$ cat src/rtl/cpu7_exu_wbarb_pkg.sv
// Shared types and defaults for the integer register-file write-back arbiter.
package cpu7_exu_wbarb_pkg;

    localparam int GRLEN            = 32;
    localparam int WBARB_DEPTH      = 2;
    localparam int WBARB_STARVE_MAX = 4;

    // One late-write FIFO entry: live bit, destination register, write data.
    typedef struct packed {
        logic             live;
        logic [4:0]       rd;
        logic [GRLEN-1:0] data;
    } wb_entry_t;

    // Which requester owns the register-file write port this cycle.
    typedef enum logic [1:0] {
        GNT_NONE,
        GNT_PIPE,
        GNT_FIFO,
        GNT_BYPASS
    } wb_gnt_e;

    function automatic logic [31:0] rd_onehot(input logic [4:0] rd);
        rd_onehot = 32'd1 << rd;
    endfunction

endpackage

$ cat src/rtl/cpu7_exu_wbarb_fifo.sv
// Late-write FIFO: storage, wrapping pointers, occupancy, kill-by-rd and live mask.
module cpu7_exu_wbarb_fifo
    import cpu7_exu_wbarb_pkg::*;
#(
    parameter int DEPTH = WBARB_DEPTH
) (
    input  logic        clk,
    input  logic        resetn,
    input  logic        push,
    input  wb_entry_t   push_ent,
    input  logic        pop,
    input  logic        kill_en,
    input  logic [4:0]  kill_rd,
    output logic        full,
    output logic        empty,
    output wb_entry_t   head,
    output logic [31:0] live_mask
);

    localparam int PTR_W = $clog2(DEPTH);
    localparam int CNT_W = PTR_W + 1;

    logic [DEPTH-1:0] live_q, live_d;
    logic [4:0]       rd_q   [DEPTH];
    logic [4:0]       rd_d   [DEPTH];
    logic [GRLEN-1:0] data_q [DEPTH];
    logic [GRLEN-1:0] data_d [DEPTH];
    logic [PTR_W-1:0] wr_ptr_q, wr_ptr_d;
    logic [PTR_W-1:0] rd_ptr_q, rd_ptr_d;
    logic [CNT_W-1:0] count_q, count_d;

    // Next-state for storage and pointers; a younger pipeline write kills matching entries.
    always_comb begin
        // NOTE: every signal gets its hold value first so no path leaves it unassigned (no latch).
        live_d   = live_q;
        rd_d     = rd_q;
        data_d   = data_q;
        wr_ptr_d = wr_ptr_q;
        rd_ptr_d = rd_ptr_q;
        count_d  = count_q + CNT_W'(push) - CNT_W'(pop);

        if (kill_en) begin
            for (int i = 0; i < DEPTH; i++) begin
                if (rd_q[i] == kill_rd) live_d[i] = 1'b0;
            end
        end

        // Popped slots are cleared so live_q only ever marks occupied entries.
        if (pop) begin
            live_d[rd_ptr_q] = 1'b0;
            rd_ptr_d         = rd_ptr_q + 1'b1;
        end

        if (push) begin
            live_d[wr_ptr_q] = push_ent.live && !(kill_en && (push_ent.rd == kill_rd));
            rd_d[wr_ptr_q]   = push_ent.rd;
            data_d[wr_ptr_q] = push_ent.data;
            wr_ptr_d         = wr_ptr_q + 1'b1;
        end
    end

    // Control state: pointers, occupancy and live bits.
    always_ff @(posedge clk or negedge resetn) begin
        if (!resetn) begin
            // NOTE: sequential state is always written with non-blocking assignments.
            live_q   <= '0;
            wr_ptr_q <= '0;
            rd_ptr_q <= '0;
            count_q  <= '0;
        end else begin
            live_q   <= live_d;
            wr_ptr_q <= wr_ptr_d;
            rd_ptr_q <= rd_ptr_d;
            count_q  <= count_d;
        end
    end

    // Payload storage.
    // NOTE: payload is not reset; it is only observed through a live bit, which is reset.
    always_ff @(posedge clk) begin
        rd_q   <= rd_d;
        data_q <= data_d;
    end

    assign full  = (count_q == CNT_W'(DEPTH));
    assign empty = (count_q == '0);
    assign head  = '{live: live_q[rd_ptr_q], rd: rd_q[rd_ptr_q], data: data_q[rd_ptr_q]};

    // Destinations still owed a write by a live entry.
    always_comb begin
        live_mask = '0;
        for (int i = 0; i < DEPTH; i++) begin
            if (live_q[i]) live_mask = live_mask | rd_onehot(rd_q[i]);
        end
    end

endmodule

$ cat src/rtl/cpu7_exu_wbarb.sv
// Write-back arbiter for the single integer register-file write port.
// The in-order W-stage write wins; late returns are bypassed when idle or queued.
module cpu7_exu_wbarb
    import cpu7_exu_wbarb_pkg::*;
#(
    parameter int DEPTH      = WBARB_DEPTH,
    parameter int STARVE_MAX = WBARB_STARVE_MAX
) (
    input  logic             clk,
    input  logic             resetn,
    input  logic             ecl_wbarb_wen_w,
    input  logic [4:0]       ecl_wbarb_rd_w,
    input  logic [GRLEN-1:0] ecl_wbarb_data_w,
    input  logic             lsu_wbarb_valid,
    input  logic [4:0]       lsu_wbarb_rd,
    input  logic [GRLEN-1:0] lsu_wbarb_data,
    output logic             wbarb_lsu_ready,
    output logic             wbarb_ecl_stall,
    output logic             wbarb_irf_wen,
    output logic [4:0]       wbarb_irf_rd,
    output logic [GRLEN-1:0] wbarb_irf_wdata,
    output logic [31:0]      wbarb_pend_mask,
    output logic             wbarb_err
);

    localparam logic [3:0] STARVE_LIM = 4'(STARVE_MAX);

    wb_gnt_e          gnt;
    logic             pipe_req, lsu_fire;
    logic             fifo_push, fifo_pop, fifo_full, fifo_empty;
    wb_entry_t        fifo_head;
    logic             sel_wen;
    logic [4:0]       sel_rd;
    logic [GRLEN-1:0] sel_data;

    logic [4:0]       last_rd_q, last_rd_d;
    logic [GRLEN-1:0] last_wdata_q, last_wdata_d;
    logic [3:0]       starve_cnt_q, starve_cnt_d;
    logic             stall_q, stall_d;
    logic             err_q, err_d;

    // A write to r0 is no request; requests seen during reset are dropped.
    assign pipe_req        = resetn && ecl_wbarb_wen_w && (ecl_wbarb_rd_w != 5'd0);
    assign wbarb_lsu_ready = !fifo_full;
    assign lsu_fire        = resetn && lsu_wbarb_valid && wbarb_lsu_ready;

    // Fixed-priority grant of the write port.
    always_comb begin
        gnt = GNT_NONE;
        if (pipe_req)         gnt = GNT_PIPE;
        else if (!fifo_empty) gnt = GNT_FIFO;
        else if (lsu_fire)    gnt = GNT_BYPASS;
    end

    // Port mux, FIFO pop/push; an idle port repeats the last granted address and data.
    always_comb begin
        sel_wen  = 1'b0;
        sel_rd   = last_rd_q;
        sel_data = last_wdata_q;
        fifo_pop = 1'b0;
        unique case (gnt)
            GNT_PIPE: begin
                sel_wen  = 1'b1;
                sel_rd   = ecl_wbarb_rd_w;
                sel_data = ecl_wbarb_data_w;
            end
            GNT_FIFO: begin
                fifo_pop = 1'b1;
                if (fifo_head.live) begin
                    sel_wen  = 1'b1;
                    sel_rd   = fifo_head.rd;
                    sel_data = fifo_head.data;
                end
            end
            GNT_BYPASS: begin
                if (lsu_wbarb_rd != 5'd0) begin
                    sel_wen  = 1'b1;
                    sel_rd   = lsu_wbarb_rd;
                    sel_data = lsu_wbarb_data;
                end
            end
            default: ;
        endcase
        // Accepted late writes to r0 are swallowed; bypassed ones are already written.
        fifo_push = lsu_fire && (lsu_wbarb_rd != 5'd0) && (gnt != GNT_BYPASS);
    end

    assign wbarb_irf_wen   = sel_wen;
    assign wbarb_irf_rd    = sel_rd;
    assign wbarb_irf_wdata = sel_data;

    // Starvation counter, registered stall request and sticky protocol error.
    always_comb begin
        last_rd_d    = sel_wen ? sel_rd   : last_rd_q;
        last_wdata_d = sel_wen ? sel_data : last_wdata_q;

        starve_cnt_d = starve_cnt_q;
        if (fifo_empty || fifo_pop) begin
            starve_cnt_d = 4'd0;
        end else if (fifo_head.live && (starve_cnt_q != STARVE_LIM)) begin
            starve_cnt_d = starve_cnt_q + 4'd1;
        end

        stall_d = (starve_cnt_d == STARVE_LIM) ||
                  (fifo_full && lsu_wbarb_valid && !fifo_pop);
        err_d   = err_q || (pipe_req && stall_q);
    end

    // Arbiter state registers.
    always_ff @(posedge clk or negedge resetn) begin
        if (!resetn) begin
            last_rd_q    <= '0;
            last_wdata_q <= '0;
            starve_cnt_q <= '0;
            stall_q      <= 1'b0;
            err_q        <= 1'b0;
        end else begin
            last_rd_q    <= last_rd_d;
            last_wdata_q <= last_wdata_d;
            starve_cnt_q <= starve_cnt_d;
            stall_q      <= stall_d;
            err_q        <= err_d;
        end
    end

    assign wbarb_ecl_stall = stall_q;
    assign wbarb_err       = err_q;

    cpu7_exu_wbarb_fifo #(
        .DEPTH (DEPTH)
    ) u_fifo (
        .clk       (clk),
        .resetn    (resetn),
        .push      (fifo_push),
        .push_ent  ('{live: 1'b1, rd: lsu_wbarb_rd, data: lsu_wbarb_data}),
        .pop       (fifo_pop),
        .kill_en   (pipe_req),
        .kill_rd   (ecl_wbarb_rd_w),
        .full      (fifo_full),
        .empty     (fifo_empty),
        .head      (fifo_head),
        .live_mask (wbarb_pend_mask)
    );

endmodule

$ cat config.mk
export PLATFORM = sky130hd
export DESIGN_NAME = cpu7_exu_wbarb
export DESIGN_NICKNAME = d
export VERILOG_FILES = /design/src/rtl/cpu7_exu_wbarb_pkg.sv /design/src/rtl/cpu7_exu_wbarb_fifo.sv /design/src/rtl/cpu7_exu_wbarb.sv
export SDC_FILE = /design/constraint.sdc
export NUM_CORES = 1
export LEC_CHECK = 0
export CAP_MARGIN = 20
export CELL_PAD_IN_SITES_DETAIL_PLACEMENT = 1
export CELL_PAD_IN_SITES_GLOBAL_PLACEMENT = 2
export CORE_MARGIN = 1
export CORE_UTILIZATION = 31
export CTS_BUF_LIST = sky130_fd_sc_hd__clkbuf_4
export CTS_CLUSTER_DIAMETER = 30
export DETAILED_ROUTE_END_ITERATION = 8
export PLACE_DENSITY = 0.82
export SLEW_MARGIN = 15
export SYNTH_ARGS = -nofsm -noshare
export SYNTH_HDL_FRONTEND = slang
export SYNTH_HIERARCHICAL = 1
export SYNTH_SLANG_ARGS = --single-unit
$ cat constraint.sdc
create_clock -name clk -period 2.8 [get_ports clk]
set_input_delay 0.28 -clock clk [delete_from_list [all_inputs] [get_ports clk]]
set_output_delay 0.28 -clock clk [all_outputs]
set_load 0.02 [all_outputs]
==> out/metrics.csv <==
stage,metric,value,unit
detailed_routing,final_antenna_net_count,0,
global_route,grt_pass1_wl,35100,um
synth,avgSynthCellArea,12.4,um2
outcome,status,finished with violations,
outcome,violations,setup timing,
worst_setup_path,criticalPathCategory,register to output pin,
clocking,cts_tree,yes,
placement,routabilityCongestion,0.836,
finish,layout.nets,834,
clocking,cts.sinks,123,
worst_setup_path,rr_endpoint,u_fifo/data_q[33],
placement,dp_cells,986,
placement,place_area,9000,um2
detailed_routing,wl_per_cell,21.4,um
synth,ys_warn_count,6,
sta,fin_skew,0.0365,ns
worst_setup_path,path_cells,"mux2_4, buf_12, mux2i_1, nor2_1, mux2_1, a221o_1, buf_2",
clocking,cts_root_buf,clkbuf_4,
detailed_routing,vias_per_cell,5.46,
finish,area_growth,42.2,%
worst_setup_path,critPathArrivalTime,2.53,ns
synth,synth_top_cells_by_area,"edfxtp_1 (33%), dfrtp_1 (18%), a221o_1 (11%)",
sta,tightest_slew,0.758,ns
worst_setup_path,critPathMaxFanout,18,
worst_setup_path,reg2regPathDepth,9,
finish,final_util,0.454,
global_route,grt_usage,0.206,
sta,rsz0062_at_grt,yes,
worst_setup_path,reg2reg_slack,0.35,ns
detailed_routing,drt_wl_total,22300,um
sta,fmax,356,MHz
worst_setup_path,slowest_stage,dfrtp_2,
sta,slew_violations,0,
finish,layout_commonest_cell,clkdlybuf4s50_1,
synth,synth_top_area_frac,0.328,
sta,period_needed,2.81,ns
sta,fin_hold_ws,0.139,ns
synth,syn_inst,545,
synth,synth.yosys.seq_area_share,0.510,
clocking,path_clk_slew,0.11,ns
sta,tns,-0.0341,ns
clocking,clock_latency,0.55,ns
min_path,hold_path_class,input pin to asynchronous set/reset pin,
placement,port_buffers,150,
power,p_total,9.41,mW
worst_setup_path,crit_path_max_incr_delay,0.47,ns
synth,synth-edff-count,74,
global_route,antenna_found_initial,1,
finish,fin_cells,1041,
floorplanning,die-height,150,um
synth,synth.largest_area_cell,edfxtp_1,
power,powerDensity,978,nW/um2
global_route,overflow,0,
floorplanning,initial_core_util,0.319,
detailed_routing,drc,0,
global_route,grt_pass1_vias,6211,
sta,setup_violations,4,
synth,synth_async_sr_flop_share,0.398,
detailed_routing,dr.pass1.iters,5,
synth,netlist_area,6770,um2
worst_setup_path,startpoint_type,register,
global_route,grt_start_max_net_pins,49,
finish,design_area,9620,um2
clocking,clk_path_buf_depth,2,
power,vdd_drop_max,0.426,mV
clocking,htreeDepth,4,
detailed_routing,drtIter0Drc,220,
worst_setup_path,r2r-start,u_fifo/count_q[1],
synth,synthDistinctLibCells,48,
synth,synth_seq_cells,123,
power,leakagePower,3.87,nW
sta,timing.final.ws_setup,-0.0103,ns
synth,synthesis.nets,627,
worst_setup_path,critPathRequiredTime,2.52,ns
placement,dp_hpwl,14700,um
flow_run,maxCapViolCount,0,
floorplanning,die_w,150,um
floorplanning,rows,53,
clocking,cts_inserted_buffers,17,
synth,ys.flop_type,edfxtp_1,
sta,slew_headroom,0.495,
placement,place_ws,-0.549,ns
finish,drive_above_1_share,0.310,
finish,final_cell_mix,"clkdlybuf4s50_1 (90), edfxtp_1 (74), a221o_1 (72)",
worst_setup_path,crit_path_end_kind,output pin,
floorplanning,core_area,21200,um2
sta,min_period_over_period,1.00,
sta,final-hold-violation-count,0,
floorplanning,ioPinCount,151,
floorplanning,die-area,22400,um2
detailed_routing,vias,5683,
cell families after synthesis:
| logic type | share of synthesized area |
|---|---|
| DFF | 0.510 |
| other | 0.000554 |
| AOI/OAI and AO/OA | 0.162 |
| and+or+nand+nor | 0.0880 |
| xor gates and xnor gates | 0.0259 |
| adders and majority gates | 0.00740 |
| muxes | 0.173 |
| buffers and inverters | 0.0335 |
worst max-delay path, delay by kind of cell (launching register included):
kind | cells | cell delay [ns]
muxes | 3 | 0.84
DFF | 1 | 0.47
and+or+nand+nor | 1 | 0.07
AOI/OAI and AO/OA | 1 | 0.27
buffers and inverters | 2 | 0.34
layer usage:
| layer | part of all wire | vias up | GRT usage |
|---|---|---|---|
| li1 | - | 2590 | - |
| met2 | 0.51 | 177 | 0.358 |
| met1 | 0.43 | 2901 | 0.262 |
| met4 | 0.011 | 0 | 0.0505 |
| met5 | 0 | - | 0 |
| met3 | 0.045 | 15 | 0.0366 |
worst max path at each step:
| stage | slack, ns | depth (start not counted) | from | endpoint |
|---|---|---|---|---|
| after floorplan | 0.15 | 8 | resetn | u_fifo/data_q[32] |
| after CTS | -0.08 | 7 | u_fifo/rd_ptr_q | wbarb_irf_wdata[2] |
| final | -0.01 | 7 | u_fifo/rd_ptr_q | wbarb_irf_wdata[2] |
| after global routing | -0.14 | 7 | u_fifo/rd_ptr_q | wbarb_irf_wdata[2] |
| after global placement | -0.51 | 8 | ecl_wbarb_rd_w[0] | wbarb_irf_rd[3] |
| after detailed placement | -0.55 | 8 | ecl_wbarb_rd_w[3] | wbarb_irf_wdata[17] |
final cells by class:
type,instances,area [um2]
diodes,1,2.50
multi-input cells,374,3180
fillers,2229,11600
inverters,8,30.0
well taps,275,344
clock buffers,19,143
repair buffers,228,2290
flip-flops and latches,123,3450
clock inverters,13,191
power breakdown:
part / leakage, nW / internal [mW] / switching [mW] / total, mW
clock network: 0.172 / 0.738 / 0.738 / 1.48
logic: 2.42 / 2.60 / 2.57 / 5.18
registers: 1.28 / 2.41 / 0.349 / 2.76
total: 3.87 / 5.75 / 3.66 / 9.41
registers in the layout, indices dropped and copies added (netlist names):
| register | flops |
|---|---|
| wbarb_err | 1 |
| u_fifo/rd_q | 10 |
| u_fifo/count_q | 2 |
| last_wdata_q | 32 |
| u_fifo/live_q | 2 |
| u_fifo/data_q | 64 |
| u_fifo/rd_ptr_q | 1 |
| u_fifo/wr_ptr_q | 1 |
| starve_cnt_q | 4 |
| wbarb_ecl_stall | 1 |
| last_rd_q | 5 |
synth_stat cells (10+ instances only):
master and count:
edfxtp_1 74, a221o_1 72, mux2_2 63, dfrtp_1 49
mux2i_1 38, nor2_1 37, o22ai_1 32, nand2_1 19
clkbuf_1 17, buf_2 13, xnor2_1 10, xor2_1 10
timing repair:
item	CTS	global route
endpoints found under the setup margin	49	51
hold buffers	1	0
resized for setup	208	26
cloned	6	1
setup buffers	9	7
hold endpoints to repair	49	0
pin swaps	6	5
No activity file was read; power rests on OpenSTA's default activity.
